## src/rtl/pipeline_pkg.sv

```systemverilog
// ============================================================================
// Module   : pipeline_pkg
// Brief    : Shared MEM->WB bundle definition and default field widths.
// Revision : 1.0 - initial release
// ============================================================================
`default_nettype none

package pipeline_pkg;

    localparam int c_NB_DATA  = 32;
    localparam int c_NB_REG   = 5;
    localparam int c_NB_PC    = 32;
    localparam int c_REG_LINK = 31;

    // MEM-stage result bundle at the default widths
    typedef struct packed {
        logic                 reg_write;
        logic                 mem_to_reg;
        logic [c_NB_DATA-1:0] mem_data;
        logic [c_NB_DATA-1:0] alu_result;
        logic [c_NB_REG-1:0]  selected_reg;
        logic                 r31_ctrl;
        logic [c_NB_PC-1:0]   pc;
    } mem_wb_payload_t;

endpackage

`default_nettype wire

```

## src/rtl/pipe_fifo_core.sv

```systemverilog
// ============================================================================
// Module   : pipe_fifo_core
// Brief    : Generic DEPTH x WIDTH register FIFO with ready/valid and flush.
// Revision : 1.0 - initial release
// ============================================================================
`default_nettype none

module pipe_fifo_core #(
    parameter int WIDTH = 8,
    parameter int DEPTH = 2
) (
    input  logic                         clk,
    input  logic                         rst,
    input  logic                         i_flush,
    input  logic                         i_push_valid,
    output logic                         o_push_ready,
    input  logic [WIDTH-1:0]             i_push_data,
    output logic                         o_pop_valid,
    input  logic                         i_pop_ready,
    output logic [WIDTH-1:0]             o_pop_data,
    output logic [$clog2(DEPTH+1)-1:0]   o_count
);

    localparam int c_PTR_W = $clog2(DEPTH);
    localparam int c_CNT_W = $clog2(DEPTH+1);

    logic [WIDTH-1:0]   r_mem [DEPTH];
    logic [c_PTR_W-1:0] r_wr_ptr;
    logic [c_PTR_W-1:0] r_rd_ptr;
    logic [c_CNT_W-1:0] r_count;
    logic               w_push;
    logic               w_pop;

    // Ready/valid come only from registered occupancy: no input->ready path
    assign o_push_ready = (r_count < c_CNT_W'(DEPTH));
    assign o_pop_valid  = (r_count != '0);
    assign w_push       = i_push_valid & o_push_ready;
    assign w_pop        = o_pop_valid & i_pop_ready;
    assign o_pop_data   = r_mem[r_rd_ptr];
    assign o_count      = r_count;

    always_ff @(posedge clk) begin
        if (rst || i_flush) begin
            r_wr_ptr <= '0;
            r_rd_ptr <= '0;
            r_count  <= '0;
        end else begin
            if (w_push) r_wr_ptr <= r_wr_ptr + c_PTR_W'(1);
            if (w_pop)  r_rd_ptr <= r_rd_ptr + c_PTR_W'(1);
            unique case ({w_push, w_pop})
                2'b10:   r_count <= r_count + c_CNT_W'(1);
                2'b01:   r_count <= r_count - c_CNT_W'(1);
                default: r_count <= r_count;
            endcase
        end
    end

    // Storage is deliberately left unreset; occupancy alone defines validity
    always_ff @(posedge clk) begin
        if (w_push) r_mem[r_wr_ptr] <= i_push_data;
    end

endmodule

`default_nettype wire

```

## src/rtl/mem_wb_stage_fifo.sv

```systemverilog
// ============================================================================
// Module   : mem_wb_stage_fifo
// Brief    : MEM->WB elastic pipeline stage with flush and r0-write squash.
//            Optional macro MEM_WB_WBMUX_EN adds the resolved WB data/reg ports.
// Revision : 1.0 - initial release
// ============================================================================
`default_nettype none

module mem_wb_stage_fifo
    import pipeline_pkg::*;
#(
    parameter int NB_DATA = c_NB_DATA,
    parameter int NB_REG  = c_NB_REG,
    parameter int NB_PC   = c_NB_PC,
    parameter int DEPTH   = 2
) (
    input  logic                       i_clock,
    input  logic                       i_reset,
    input  logic                       i_flush,
    input  logic                       i_MEM_valid,
    output logic                       o_MEM_ready,
    input  logic                       i_MEM_reg_write,
    input  logic                       i_MEM_mem_to_reg,
    input  logic [NB_DATA-1:0]         i_MEM_mem_data,
    input  logic [NB_DATA-1:0]         i_MEM_alu_result,
    input  logic [NB_REG-1:0]          i_MEM_selected_reg,
    input  logic                       i_MEM_r31_ctrl,
    input  logic [NB_PC-1:0]           i_MEM_pc,
    output logic                       o_WB_valid,
    input  logic                       i_WB_ready,
    output logic                       o_WB_reg_write,
    output logic                       o_WB_mem_to_reg,
    output logic [NB_DATA-1:0]         o_WB_mem_data,
    output logic [NB_DATA-1:0]         o_WB_alu_result,
    output logic [NB_REG-1:0]          o_WB_selected_reg,
    output logic                       o_WB_r31_ctrl,
    output logic [NB_PC-1:0]           o_WB_pc,
    output logic [$clog2(DEPTH+1)-1:0] o_count
`ifdef MEM_WB_WBMUX_EN
    ,
    output logic [NB_DATA-1:0]         o_WB_write_data,
    output logic [NB_REG-1:0]          o_WB_write_reg
`endif
);

    typedef struct packed {
        logic               reg_write;
        logic               mem_to_reg;
        logic [NB_DATA-1:0] mem_data;
        logic [NB_DATA-1:0] alu_result;
        logic [NB_REG-1:0]  selected_reg;
        logic               r31_ctrl;
        logic [NB_PC-1:0]   pc;
    } payload_t;

    payload_t w_in;
    payload_t w_head;

    // A write to r0 is squashed at entry unless it is a link write to r31
    always_comb begin
        w_in              = '0;
        w_in.reg_write    = i_MEM_reg_write & ((i_MEM_selected_reg != '0) | i_MEM_r31_ctrl);
        w_in.mem_to_reg   = i_MEM_mem_to_reg;
        w_in.mem_data     = i_MEM_mem_data;
        w_in.alu_result   = i_MEM_alu_result;
        w_in.selected_reg = i_MEM_selected_reg;
        w_in.r31_ctrl     = i_MEM_r31_ctrl;
        w_in.pc           = i_MEM_pc;
    end

    pipe_fifo_core #(
        .WIDTH ($bits(payload_t)),
        .DEPTH (DEPTH)
    ) u_core (
        .clk          (i_clock),
        .rst          (i_reset),
        .i_flush      (i_flush),
        .i_push_valid (i_MEM_valid),
        .o_push_ready (o_MEM_ready),
        .i_push_data  (w_in),
        .o_pop_valid  (o_WB_valid),
        .i_pop_ready  (i_WB_ready),
        .o_pop_data   (w_head),
        .o_count      (o_count)
    );

    // Head fields read as zero whenever the head is not valid
    assign o_WB_reg_write    = o_WB_valid & w_head.reg_write;
    assign o_WB_mem_to_reg   = o_WB_valid & w_head.mem_to_reg;
    assign o_WB_r31_ctrl     = o_WB_valid & w_head.r31_ctrl;
    assign o_WB_mem_data     = o_WB_valid ? w_head.mem_data     : '0;
    assign o_WB_alu_result   = o_WB_valid ? w_head.alu_result   : '0;
    assign o_WB_selected_reg = o_WB_valid ? w_head.selected_reg : '0;
    assign o_WB_pc           = o_WB_valid ? w_head.pc           : '0;

`ifdef MEM_WB_WBMUX_EN
    always_comb begin
        o_WB_write_data = '0;
        o_WB_write_reg  = '0;
        if (o_WB_valid) begin
            if (w_head.r31_ctrl) begin
                o_WB_write_data = NB_DATA'(w_head.pc);
                o_WB_write_reg  = NB_REG'(c_REG_LINK);
            end else begin
                o_WB_write_data = w_head.mem_to_reg ? w_head.mem_data : w_head.alu_result;
                o_WB_write_reg  = w_head.selected_reg;
            end
        end
    end
`endif

endmodule

`default_nettype wire

```

## config.mk

```make
export PLATFORM = sky130hd
export DESIGN_NAME = mem_wb_stage_fifo
export DESIGN_NICKNAME = d
export VERILOG_FILES = /design/src/rtl/pipeline_pkg.sv /design/src/rtl/pipe_fifo_core.sv /design/src/rtl/mem_wb_stage_fifo.sv
export SDC_FILE = /design/constraint.sdc
export NUM_CORES = 1
export LEC_CHECK = 0
export CAP_MARGIN = 5
export CELL_PAD_IN_SITES_DETAIL_PLACEMENT = 1
export CELL_PAD_IN_SITES_GLOBAL_PLACEMENT = 1
export CORE_ASPECT_RATIO = 1.2
export CORE_MARGIN = 8
export CORE_UTILIZATION = 43
export DETAILED_ROUTE_END_ITERATION = 16
export PLACE_DENSITY_LB_ADDON = 0.1
export SLEW_MARGIN = 20
export SYNTH_ARGS = -nofsm -noshare
export SYNTH_HDL_FRONTEND = slang
export SYNTH_SLANG_ARGS = --single-unit
```

## constraint.sdc

```tcl
create_clock -name i_clock -period 11 [get_ports i_clock]
set_clock_uncertainty 0.05 [all_clocks]
set_input_delay 3.3 -clock i_clock [delete_from_list [all_inputs] [get_ports i_clock]]
set_output_delay 3.3 -clock i_clock [all_outputs]
set_load 0.005 [all_outputs]
```

[Word level (Yosys, flattened, before mapping)]
Memory sizes are Yosys's and may differ from the RTL's. A register that Yosys moved wholly into a read port is not among the register bits.
Index checks and enable logic that the tools add are counted.
Operators by class
  add/subtract/negate cells: 4
  magnitude comparators: 1
  eq/ne operators: 2
  multiplexer cells: 9
  bitwise operators: 7
  reduce and logical (&&, ||, !) cells: 4
Operators by type and width (number)
  32-bit two-way mux: 3
  1-bit bitwise AND: 6
  5-bit two-way mux: 1
  5-bit nonzero test: 1
  1-bit two-way mux: 4
  2-bit one-hot mux with 2 select lines: 1
  2-bit nonzero test: 2
  1-bit adder, second input constant: 2
  2-bit by 1-bit adder with 2-bit output, second input constant: 1
  2-bit by 1-bit == test with 1-bit output, second input constant: 1
  2-bit == test, second input constant: 1
  2-bit less-than comparator, second input constant: 1
  2-bit by 1-bit subtractor with 2-bit output, second input constant: 1
  1-bit logical OR: 1
  1-bit bitwise OR: 1
Word-level totals
  register bits after elaboration: 4
  memory bits (writable): 208
  bits of input ports: 109
  output and inout port bits: 108
  logic and storage cells: 31
  memories: 1
Memories
  u_core.r_mem: words 2, bits a word 104, read ports 1, clocked after memory_dff 1, write ports 1, RTL line pipe_fifo_core.sv:27  | logic [WIDTH-1:0] r_mem [DEPTH];

[Logic depth before layout (Yosys ltp)]
  depth in word-level cells: 4
  depth in mapped cells: 6
  gate-level depth less buffers: 6

[Modules after synthesis]
Synthesis repeated with hierarchy kept, for this count alone.
Unflattened totals
  cell total of the unflattened synthesis: 464
  area, all modules: 8426.8 um^2
Modules (own cells, without submodules)
  pipe_fifo_core: times used 1, cells an instance 347, area each 7711.1 um^2, seq. area each 6346.1 um^2
  mem_wb_stage_fifo: times used 1, cells an instance 117, area each 715.7 um^2, seq. area each 0.0 um^2

[Worst setup path after synthesis]
Ideal clock, no wire load.
  path type: input-to-reg
  from: input port i_MEM_valid
  to: memory u_core.r_mem[0][0] (netlist bit) (enable)
  setup time: 568 ps
  arrival: 7730 ps
  required time: 10382 ps
  setup slack: 2652 ps
  cell stages on the path: 2
  buffers on the path: 0
  path through: nand2b_1 -> nor2_1
Between the ends
  cells in the longest elaborated chain, start to end: 3
RTL lines
  from (decl): RTL line mem_wb_stage_fifo.sv:20  | input logic i_MEM_valid,
  1-bit bitwise AND: RTL line pipe_fifo_core.sv:37  | assign w_push = i_push_valid & o_push_ready;
  1-bit two-way mux: RTL line pipe_fifo_core.sv:60  | if (w_push) r_mem[r_wr_ptr] <= i_push_data;
  1-bit two-way mux (implied by the code): RTL line pipe_fifo_core.sv:60
  to (decl): RTL line pipe_fifo_core.sv:27
Every way passes these cells.

==> flow_metrics.py <==
metrics = {
    "route": {
        "totalWireLength_mm": 19.9,
        "route.detailed.drc": 0,
        "first_pass_iters": 4,
        "routed-via-count": 4660,
        "detailed_route_vias_per_instance": 5.02,
        "ant_nets": 0,
        "drtIter0Drc": 252,
        "post_drt_wl_per_cell_um": 21.5,
    },
    "cts": {
        "cts.repair.resized": 0,
        "clk_pin_slew_worst_paths_ns": 0.06,
        "cts_sinks": 213,
        "ctsLongestPathBuffers": 3,
        "numCtsBuffers": 21,
        "cts_root_buf": "clkbuf_16",
        "worst_skew_pair.late_latency_ns": 0.48,
        "cts_hold_repair.buffers": 0,
        "post-cts-setup-buffer-count": 0,
        "cts_tree": "done",
        "h-tree-depth": 1,
    },
    "global_route": {
        "antenna_violations_before_repair": 0,
        "grt_first_pass_wirelength_mm": 30.5,
        "gr-total-overflow": 0,
        "first_global_vias": 5268,
        "grt_start_max_net_pins": 82,
        "grt_use_total_pct": 16.8,
    },
    "sta": {
        "finalHoldWorstSlack_ns": 0.568,
        "layout_worst_path_cycle_share_pct": 57.7,
        "hold_violations": 0,
        "unrepaired_setup_endpoints_after_global_routing": "no",
        "totalNegativeSetupSlack_ns": 0,
        "fmaxAchievable_mhz": 157,
        "finalMaxSlewViolations": 0,
        "finalCriticalPeriod_ns": 6.35,
        "timing.final.ws_setup_ns": 4.65,
        "finalSetupViolCount": 0,
        "worst-slew-pin-transition_ns": 0.841,
        "max-slew-margin-rel_pct": 44.0,
    },
    "synthesis": {
        "synth.top_cells.by_area": "edfxtp_1 (78%), mux2i_1 (13%), nor2_1 (4.9%), dfxtp_1 (1.2%), buf_4 (0.65%)",
        "synth_top_cell_area_share_pct": 77.7,
        "netlist-cell-type-count": 19,
        "synth.yosys.seq_area_share_pct": 78.9,
        "synth_nets": 576,
        "synth_area_per_cell_sq_um": 17.3,
        "postSynthRegisterBits": 213,
        "synth_area_sq_um": 8040,
        "synth.yosys.warnings": 0,
        "synth.largest_area_cell": "edfxtp_1",
        "postSynthCellCount": 466,
    },
    "placed_design": {
        "post-dp-hpwl_mm": 13.4,
        "routabilityCongestion": 0.752,
        "port_buffers": 216,
        "placedInstanceArea_sq_um": 10400,
        "preCtsSetupSlack_ns": 4.82,
    },
    "worst_setup_path": {
        "critical_path.endpoint_type": "primary output",
        "worstPathRequired_ns": 7.65,
        "critical_path_peak_fanout": 66,
        "critPathKind": "flip-flop to primary output",
        "cp-start-kind": "flip-flop",
        "data_arrival_at_the_endpoint_of_the_critical_path_ns": 3.00,
        "reg2reg_depth": 3,
    },
    "power_and_ir_drop": {
        "cellLeakagePower_nw": 3.55,
        "vdd.ir_drop.worst_uv": 115,
        "power_per_cell_area_nw_per_um2": 160,
    },
    "floorplan": {
        "initial_cell_density_of_the_core_pct": 43.3,
        "die_x_um": 141,
        "ioPinCount": 217,
        "die_h_um": 166,
        "rows": 55,
        "area_of_the_die_sq_um": 23400,
        "core_sq_um": 18600,
    },
    "final_layout": {
        "diodes": 0,
        "layout-drive-gt1-share_pct": 4.71,
        "final_nets": 797,
        "final_design_area_no_fill_sq_um": 11100,
        "areaGrowthSynthToFinish_pct": 37.7,
        "postLayoutCoreUtil_pct": 59.6,
    },
    "job": {
        "cap_violations": 0,
    },
    "run_status": {
        "outcome": "finished clean",
    },
    "worst_hold_path": {
        "min_path_cells": 2,
        "worst_hold_path_type": "flip-flop to flip-flop",
    },
}
kinds of logic (layout without fill, tap and decap cells):
family	Yosys count	in the layout	share of synthesized area, %
flops	213	213	78.9
simple gates	114	114	5.52
mux	104	104	12.9
buf+inv	26	261	1.70
compound gates	4	4	0.327
xor+xnor	4	4	0.436
fa+ha+maj	1	1	0.156
worst max-delay path, stage by stage (launching register included):
cell	delay (ns)
dfxtp_4	0.81
buf_6	0.75
mux2i_1	0.18
nor2_1	0.22
clkdlybuf4s50_1	0.54
layout by cell type (no fill, tap or decap):
cell type,synthesis,layout
buf_6,0,3
nor2_1,106,104
inv_1,3,3
clkbuf_1,6,6
clkinv_2,0,2
dfxtp_4,0,1
o21ai_0,2,2
xor2_1,3,3
a211oi_1,1,1
clkbuf_16,0,21
nand2b_1,1,1
mux2i_1,104,104
and3_4,0,1
clkinv_1,0,7
ha_1,1,1
buf_4,7,1
bufinv_16,0,1
or3_1,1,1
xnor2_1,1,1
clkdlybuf4s50_1,0,216
nor2_4,0,2
edfxtp_1,208,208
nor3_1,4,4
o31a_1,1,1
or4_1,1,1
buf_16,0,1
dfxtp_1,5,4
state kept, by name, indices dropped and copies added, names as in the netlist, named ones only:
signal           flops
u_core.r_wr_ptr      1
u_core.o_count       2
u_core.r_rd_ptr      1
u_core.r_mem       208
path summary, 6_finish.rpt:
kind                startpoint                  end  slack, ns
min reg2reg  u_core.o_count[1]    u_core.o_count[1]       0.57
min          u_core.o_count[1]    u_core.o_count[1]       0.57
max                  flip-flop  o_WB_alu_result[24]       4.65
max reg2reg  u_core.o_count[1]   u_core.r_mem[0][5]       8.48
synthesized netlist by cell type:
| master | number |
|---|---|
| a211oi_1 | 1 |
| and3_1 | 1 |
| buf_2 | 10 |
| buf_4 | 7 |
| clkbuf_1 | 6 |
| dfxtp_1 | 5 |
| edfxtp_1 | 208 |
| ha_1 | 1 |
| inv_1 | 3 |
| mux2i_1 | 104 |
| nand2b_1 | 1 |
| nor2_1 | 106 |
| nor3_1 | 4 |
| o21ai_0 | 2 |
| o31a_1 | 1 |
| or3_1 | 1 |
| or4_1 | 1 |
| xnor2_1 | 1 |
| xor2_1 | 3 |
where the power goes:
part	switching (mW)	internal [mW]	leakage (nW)
clock	0.279	0.373	0.299
combinational	0.0789	0.0951	1.26
sequential	0.0125	0.935	1.99
per-layer routing:
metal  track usage [%]  wire [um]  up-vias
li1                  -          -     2180
met5                 0          0        -
met2              30.4      10400      146
met3              4.77       1400       23
met1              19.2       7860     2311
met4              3.70        283        0
final cells by class:
type	instances	area [sq um]
sequential	213	6350
clock inverter	10	66.3
tap	228	285
timing repair buffer	221	2230
fill	1731	7510
multi-input combinational	227	1580
clock buffer	27	548
inverter	3	11.3
per-stage QoR:
step	instances	power, mW
floorplan	466	1.03
global placement	891	1.13
detailed placement	892	1.14
CTS	929	1.80
global route	929	1.84
finish	929	1.77
No activity file was read; power rests on OpenSTA's default activity.
